`src/rtl/commit_trace_buffer.sv`:
```
// Circular trace buffer for retired-instruction commit records.
// An arm/trigger FSM gates capture, and records drain over a valid/ready port.
module commit_trace_buffer #(
    parameter int DEPTH = 16,
    parameter int PTR_W = 4
) (
    input  logic              clk,
    input  logic              rst_n,
    input  logic              commit_valid,
    input  logic [31:0]       commit_pc,
    input  logic [31:0]       commit_instr,
    input  logic [31:0]       commit_next_pc,
    input  logic [4:0]        commit_rd,
    input  logic [31:0]       commit_rd_data,
    input  logic              arm,
    input  logic              abort,
    input  logic              trig_en,
    input  logic [31:0]       trigger_pc,
    input  logic [15:0]       capture_len,
    output logic              out_valid,
    input  logic              out_ready,
    output logic [15:0]       out_seq,
    output logic [31:0]       out_pc,
    output logic [31:0]       out_instr,
    output logic [31:0]       out_next_pc,
    output logic [31:0]       out_rd_data,
    output logic [4:0]        out_rd,
    output logic [1:0]        state,
    output logic [PTR_W:0]    count,
    output logic [15:0]       drop_cnt
);

    localparam logic [1:0] ST_IDLE    = 2'b00;
    localparam logic [1:0] ST_ARMED   = 2'b01;
    localparam logic [1:0] ST_CAPTURE = 2'b10;
    localparam logic [1:0] ST_DONE    = 2'b11;

    localparam logic [PTR_W:0]   FULL_CNT = (PTR_W+1)'(DEPTH);
    localparam logic [PTR_W:0]   CNT_ONE  = (PTR_W+1)'(1);
    localparam logic [PTR_W-1:0] PTR_ONE  = PTR_W'(1);

    typedef struct packed {
        logic [15:0] seq;
        logic [31:0] pc;
        logic [31:0] instr;
        logic [31:0] next_pc;
        logic [4:0]  rd;
        logic [31:0] rd_data;
    } rec_t;

    rec_t mem_q [DEPTH];

    logic [1:0]       state_q, state_d;
    logic [PTR_W-1:0] wr_ptr_q, wr_ptr_d;
    logic [PTR_W-1:0] rd_ptr_q, rd_ptr_d;
    logic [PTR_W:0]   count_q, count_d;
    logic [15:0]      seq_q, seq_d;
    logic [15:0]      drop_q, drop_d;

    logic cap;
    logic pop;
    logic push_ok;
    logic last_evt;
    rec_t wr_rec;
    rec_t head;

    always_comb begin
        cap     = 1'b0;
        state_d = state_q;
        seq_d   = seq_q;
        drop_d  = drop_q;

        // arm/abort win over a same-cycle commit, so that commit is never recorded
        if (abort) begin
            state_d = ST_IDLE;
        end else if (arm) begin
            state_d = trig_en ? ST_ARMED : ST_CAPTURE;
            seq_d   = 16'd0;
            drop_d  = 16'd0;
        end else begin
            case (state_q)
                ST_ARMED: begin
                    if (commit_valid && (commit_pc == trigger_pc)) begin
                        cap     = 1'b1;
                        state_d = ST_CAPTURE;
                    end
                end
                ST_CAPTURE: cap = commit_valid;
                default:    cap = 1'b0;
            endcase
        end

        last_evt = (capture_len != 16'd0) && (seq_q == capture_len - 16'd1);
        if (cap && last_evt) begin
            state_d = ST_DONE;
        end
        if (cap) begin
            seq_d = seq_q + 16'd1;
        end

        pop     = out_valid && out_ready;
        push_ok = cap && ((count_q != FULL_CNT) || pop);
        if (cap && !push_ok && (drop_q != 16'hFFFF)) begin
            drop_d = drop_q + 16'd1;
        end

        wr_ptr_d = push_ok ? wr_ptr_q + PTR_ONE : wr_ptr_q;
        rd_ptr_d = pop ? rd_ptr_q + PTR_ONE : rd_ptr_q;
        count_d  = count_q;
        if (push_ok && !pop) begin
            count_d = count_q + CNT_ONE;
        end else if (pop && !push_ok) begin
            count_d = count_q - CNT_ONE;
        end

        wr_rec.seq     = seq_q;
        wr_rec.pc      = commit_pc;
        wr_rec.instr   = commit_instr;
        wr_rec.next_pc = commit_next_pc;
        wr_rec.rd      = commit_rd;
        wr_rec.rd_data = (commit_rd == 5'd0) ? 32'd0 : commit_rd_data;
    end

    always_ff @(posedge clk or negedge rst_n) begin
        if (!rst_n) begin
            state_q  <= ST_IDLE;
            wr_ptr_q <= '0;
            rd_ptr_q <= '0;
            count_q  <= '0;
            seq_q    <= 16'd0;
            drop_q   <= 16'd0;
        end else begin
            state_q  <= state_d;
            wr_ptr_q <= wr_ptr_d;
            rd_ptr_q <= rd_ptr_d;
            count_q  <= count_d;
            seq_q    <= seq_d;
            drop_q   <= drop_d;
        end
    end

    // Storage is not reset; the outputs are masked while the buffer is empty.
    always_ff @(posedge clk) begin
        if (push_ok) begin
            mem_q[wr_ptr_q] <= wr_rec;
        end
    end

    assign out_valid   = (count_q != '0);
    assign head        = out_valid ? mem_q[rd_ptr_q] : '0;
    assign out_seq     = head.seq;
    assign out_pc      = head.pc;
    assign out_instr   = head.instr;
    assign out_next_pc = head.next_pc;
    assign out_rd      = head.rd;
    assign out_rd_data = head.rd_data;
    assign state       = state_q;
    assign count       = count_q;
    assign drop_cnt    = drop_q;

endmodule

```
`config.mk`:
```
export PLATFORM = sky130hd
export DESIGN_NAME = commit_trace_buffer
export DESIGN_NICKNAME = d
export VERILOG_FILES = /design/src/rtl/commit_trace_buffer.sv
export SDC_FILE = /design/constraint.sdc
export NUM_CORES = 2
export LEC_CHECK = 0
export ABC_CLOCK_PERIOD_IN_PS = 19200
export BUFFER_PORTS_ARGS = -buffer_cell sky130_fd_sc_hd__buf_2
export CAP_MARGIN = 20
export CORE_MARGIN = 2
export CORE_UTILIZATION = 55
export DETAILED_ROUTE_END_ITERATION = 16
export PLACE_DENSITY = 0.75
export SLEW_MARGIN = 10
export SYNTH_ARGS = -nofsm -noshare
export SYNTH_HDL_FRONTEND = slang
export SYNTH_SLANG_ARGS = --single-unit
```
`constraint.sdc`:
```
create_clock -name clk -period 19.2 [get_ports clk]
set_input_delay 0 -clock clk [delete_from_list [all_inputs] [get_ports clk]]
set_output_delay 0 -clock clk [all_outputs]
set_load 0.005 [all_outputs]
```
==> qor_table.md <==
| Quantity | Reported | Unit |
| --- | --- | --- |
| Run status | finished clean | - |
| Wire length of the first global-routing pass | 323,000 | um |
| Post-synthesis async set-or-reset flop share | 0.0193 | - |
| Max-slew violation total from the final report | 0 | - |
| Share of post-route cells with drive strength above 1 | 0.327 | - |
| Dpl ws | 12.54 | ns |
| Detailed-route via count | 45.0k | - |
| Placer's final routability congestion estimate | 0.772 | - |
| Die area | 0.174 | mm^2 |
| P per Cell Area | 132 | mW/mm^2 |
| Maximum capacitance violations | 0 | - |
| Maximum fanout count along the critical path | 52 | - |
| Number of endpoints with negative hold slack in the final report | 0 | - |
| Number of flops mapped to enable cells by yosys | 2,384 | - |
| Buf/Inv on CP | 4 | - |
| Net count after synthesis | 4,142 | - |
| Setup Viol. Count Final | 0 | - |
| Die extent in y | 417 | um |
| Startpoint of the lowest-slack hold path | commit_next_pc[1] | - |
| Post-detailed-placement cell area | 0.0986 | mm^2 |
| Router iterations before antenna repair | 6 | - |
| Starting DRC count in detailed routing | 5,749 | - |
| Clock H-tree levels | 4 | - |
| Portion of the clock cycle consumed by the worst path in the final layout | 0.343 | - |
| Slew @ Worst Pin | 1.17 | ns |
| Crit-path cells | inv_1 -> ha_1 -> nand2_1 -> or4_1 -> nor4_1 -> and4_1 -> or2_1 -> nand2_1 -> nor2_4 -> buf_4 -> buf_4 -> buf_4 | - |
| Data required time of the worst path | 19.67 | ns |
| Filler Cell Count | 10.8k | - |
| Sink Count | 2,431 | - |
| Post-Syn Area | 0.0940 | mm^2 |
| Peak ir drop on the vdd network | 0.0963 | mV |
| Startpoint of the most critical setup path | state[1]$_DFFE_PN0P_ | - |
| WS Path Type | reg -> reg | - |
| Global router's overall resource usage | 0.259 | - |
| Data arrival time of the critical path | 7.07 | ns |
| Total Power | 14.2 | mW |
| Number of buffers added for setup after CTS | 0 | - |
| Master cell of the clock root buffer | clkbuf_16 | - |
| Area Overhead vs Synth | 14.5 | % |
| TritonCTS clock tree | built | - |
| Floorplan row count | 151 | - |
| Mean instance size in the synthesized netlist | 23.9 | um^2 |
| Starting density of the core | 0.554 | - |
| Delay contributed by the slowest stage of the critical path | 0.95 | ns |
| Post-synthesis cell count | 3,938 | - |
| Critical Path Stages | 12 | - |
| Count of cells along the worst register-to-register path | 12 | - |
| Routed via count divided by cell count | 6.43 | - |
| IO Pins | 361 | - |
| RSZ-0062 raised after global routing | no | - |
| Master of the slowest instance on the critical path | buf_4 | - |
| Final critical-path required period | 6.59 | ns |
| DRC Markers | 0 | - |
| Floorplan Core Area | 0.170 | mm^2 |
| Setup slack on the worst flop-to-flop path | 12.61 | ns |
| Clk_lat worst skew | 0.86 | ns |
| Crit end category | flip-flop | - |
| Clock transition at the register clock pins on the worst setup and hold paths after CTS | 0.06 | ns |
| HPWL reported at the end of detailed placement | 118,000 | um |
| Count of buffers inserted at the top-level ports | 360 | - |
| Yosys Warn Count | 0 | - |
| Hold Crit Class | in -> reg | - |
| Cells on Worst Hold Path | 2 | - |
| Number of nets still failing antenna checks after routing | 0 | - |
| Worst slew margin relative to its limit | 0.220 | - |
| Clock Tree Buf Depth | 3 | - |
| Reg-to-reg startpoint | state[1]$_DFFE_PN0P_ | - |
| Wirelength per Cell | 32.0 | um |
| Cell area after layout | 0.108 | mm^2 |
| Chip Width | 417 | um |
| Seq cells post-synth | 2,431 | - |
| Pin count of the biggest net entering global routing | 142 | - |
| WHS Endpoint | mem_q[5][38]$_DFFE_PP_ | - |
| Overall routed net length | 224,000 | um |
| Leakage | 34.4 | nW |
| Crit start category | flip-flop | - |
| Worst path setup slack after routing | 12.61 | ns |
| Fraction of the core area covered by cells at the end of the flow | 0.634 | - |
| Number of antenna violations at the first check in global routing | 21 | - |
| Cell variety after synth | 66 | - |
| Grt ovf | 0 | - |
| Total CTS buffers | 229 | - |
| Cell type group with the largest total delay on the critical path | simple AND/OR/NAND/NOR gates | - |
| Synth Flop Type | edfxtp_1 | - |
| Timing-limited maximum frequency | 152 | MHz |
| Worst clock skew | 0.0297 | ns |
| Cell repeated most along the worst path | buf_4 | - |
| Worst R2R End | mem_q[14][35]$_DFFE_PP_ | - |
| Post-layout net count | 4,773 | - |
| Via count of the first global-routing pass | 46.3k | - |
| Post-synthesis sequential area ratio | 0.774 | - |
| Sum of negative setup slack | 0 | ns |
## power by group
group          internal (mW)  switching [mW]  total (mW)
logic                   1.96            1.87        3.83
clock network           2.50            1.94        4.45
registers               5.84           0.111        5.95
## cell usage after synthesis, drive strengths merged (4+ instances only)
library cell / number / area (um^2)
edfxtp: 2384 / 71600
mux4: 745 / 16800
and2: 157 / 982
clkbuf: 150 / 563
buf: 53 / 214
dfrtp: 47 / 1180
nor2b: 43 / 269
nand2: 38 / 145
xnor2: 38 / 333
nand3: 27 / 135
nor2: 23 / 86.3
o21ai: 21 / 109
inv: 18 / 67.6
a21oi: 17 / 85.1
ha: 15 / 188
xor2: 15 / 131
nand2b: 13 / 81.3
nor3: 12 / 60.1
and3: 11 / 68.8
a21o: 8 / 60.1
nor4: 8 / 65.1
mux2i: 7 / 70.1
nand4: 7 / 43.8
o211ai: 7 / 52.6
or4: 7 / 52.6
nor4b: 6 / 58.8
or3: 6 / 37.5
and4b: 4 / 40.0
o21a: 4 / 30.0
## routing by layer
layer  track usage  vias up  wire, um
li1              -    18100         -
met1         0.366    24000     86600
met2         0.417     2492    111000
met3        0.0512      348     19600
met4        0.0777        8      6210
met5             0        -        52
## sequential cells by signal, summed over array words and instances, names as in the netlist
name,flops
state,2
drop_cnt,16
mem_q,2384
wr_ptr_q,4
count,5
seq_q,16
rd_ptr_q,4
## logic make-up after synthesis
| group | Yosys count | synth area share |
|---|---|---|
| xor+xnor | 53 | 0.00494 |
| fa+ha+maj | 16 | 0.00221 |
| flops | 2431 | 0.774 |
| mux | 754 | 0.179 |
| simple gates | 375 | 0.0239 |
| compound gates | 87 | 0.00632 |
| buf+inv | 222 | 0.00902 |
## worst max-delay path by stage
stage	end	slack, ns
final	mem_q[14][35]$_DFFE_PP_	12.61
after global routing	out_next_pc[20]	11.97
after CTS	out_instr[14]	12.32
after detailed placement	mem_q[14][24]$_DFFE_PP_	12.54
after global placement	mem_q[14][48]$_DFFE_PP_	12.69
after floorplan	mem_q[0][0]$_DFFE_PP_	0.70
## per-stage QoR
stage / std cells / hold WS [ns]
after CTS: 6974 / 0.00717
final: 6994 / 0.0593
after global placement: 6397 / 0.143
after global routing: 6991 / 0.0575
after detailed placement: 6399 / 0.145
after floorplan: 3938 / -0.296
## worst register-to-register path, stage by stage, from the launching register on
cell     delay (ns)
dfrtp_1        0.40
inv_1          0.09
ha_1           0.14
nand2_1        0.06
or4_1          0.53
nor4_1         0.40
and4_1         0.51
or2_1          0.29
nand2_1        0.46
nor2_4         0.70
buf_4          0.88
buf_4          1.03
buf_4          0.69
## cells in the final DEF, fill, tap and decap left out, types with 8 or more instances in the layout
cell | synthesis | final
edfxtp_1 | 2384 | 2384
mux4_2 | 745 | 745
buf_2 | 6 | 360
clkbuf_16 | 0 | 230
and2_1 | 157 | 157
dlygate4sd3_1 | 0 | 146
buf_4 | 0 | 90
clkinv_1 | 1 | 56
clkbuf_1 | 150 | 50
clkinv_2 | 0 | 49
nor2b_1 | 43 | 43
dfrtp_1 | 47 | 43
xnor2_1 | 38 | 38
nand2_1 | 37 | 37
nand3_1 | 27 | 27
bufinv_16 | 0 | 22
o21ai_0 | 19 | 19
inv_1 | 18 | 18
nor2_1 | 23 | 18
a21oi_1 | 17 | 17
xor2_1 | 15 | 15
ha_1 | 15 | 15
nand2b_1 | 13 | 12
nor3_1 | 12 | 10
diode_2 | 0 | 9
and3_1 | 11 | 9
a21o_1 | 8 | 8
## area by class of cell
type / count / area (um^2) / share of cell area
clock inverter: 149 / 1430 / 0.0133
sequential: 2431 / 72800 / 0.676
antenna: 9 / 22.5 / 0.000209
inverter: 19 / 71.3 / 0.000663
multi-input combinational: 1285 / 20500 / 0.190
timing repair buffer: 603 / 4120 / 0.0382
clock buffer: 280 / 5940 / 0.0552
tap: 2218 / 2780 / 0.0258
## what timing repair did
action | CTS | global route
hold buffers | 146 | 0
gates resized for setup | 0 | 0
endpoints found under the hold margin | 2213 | 0
Power figures use the tool's default switching activity.
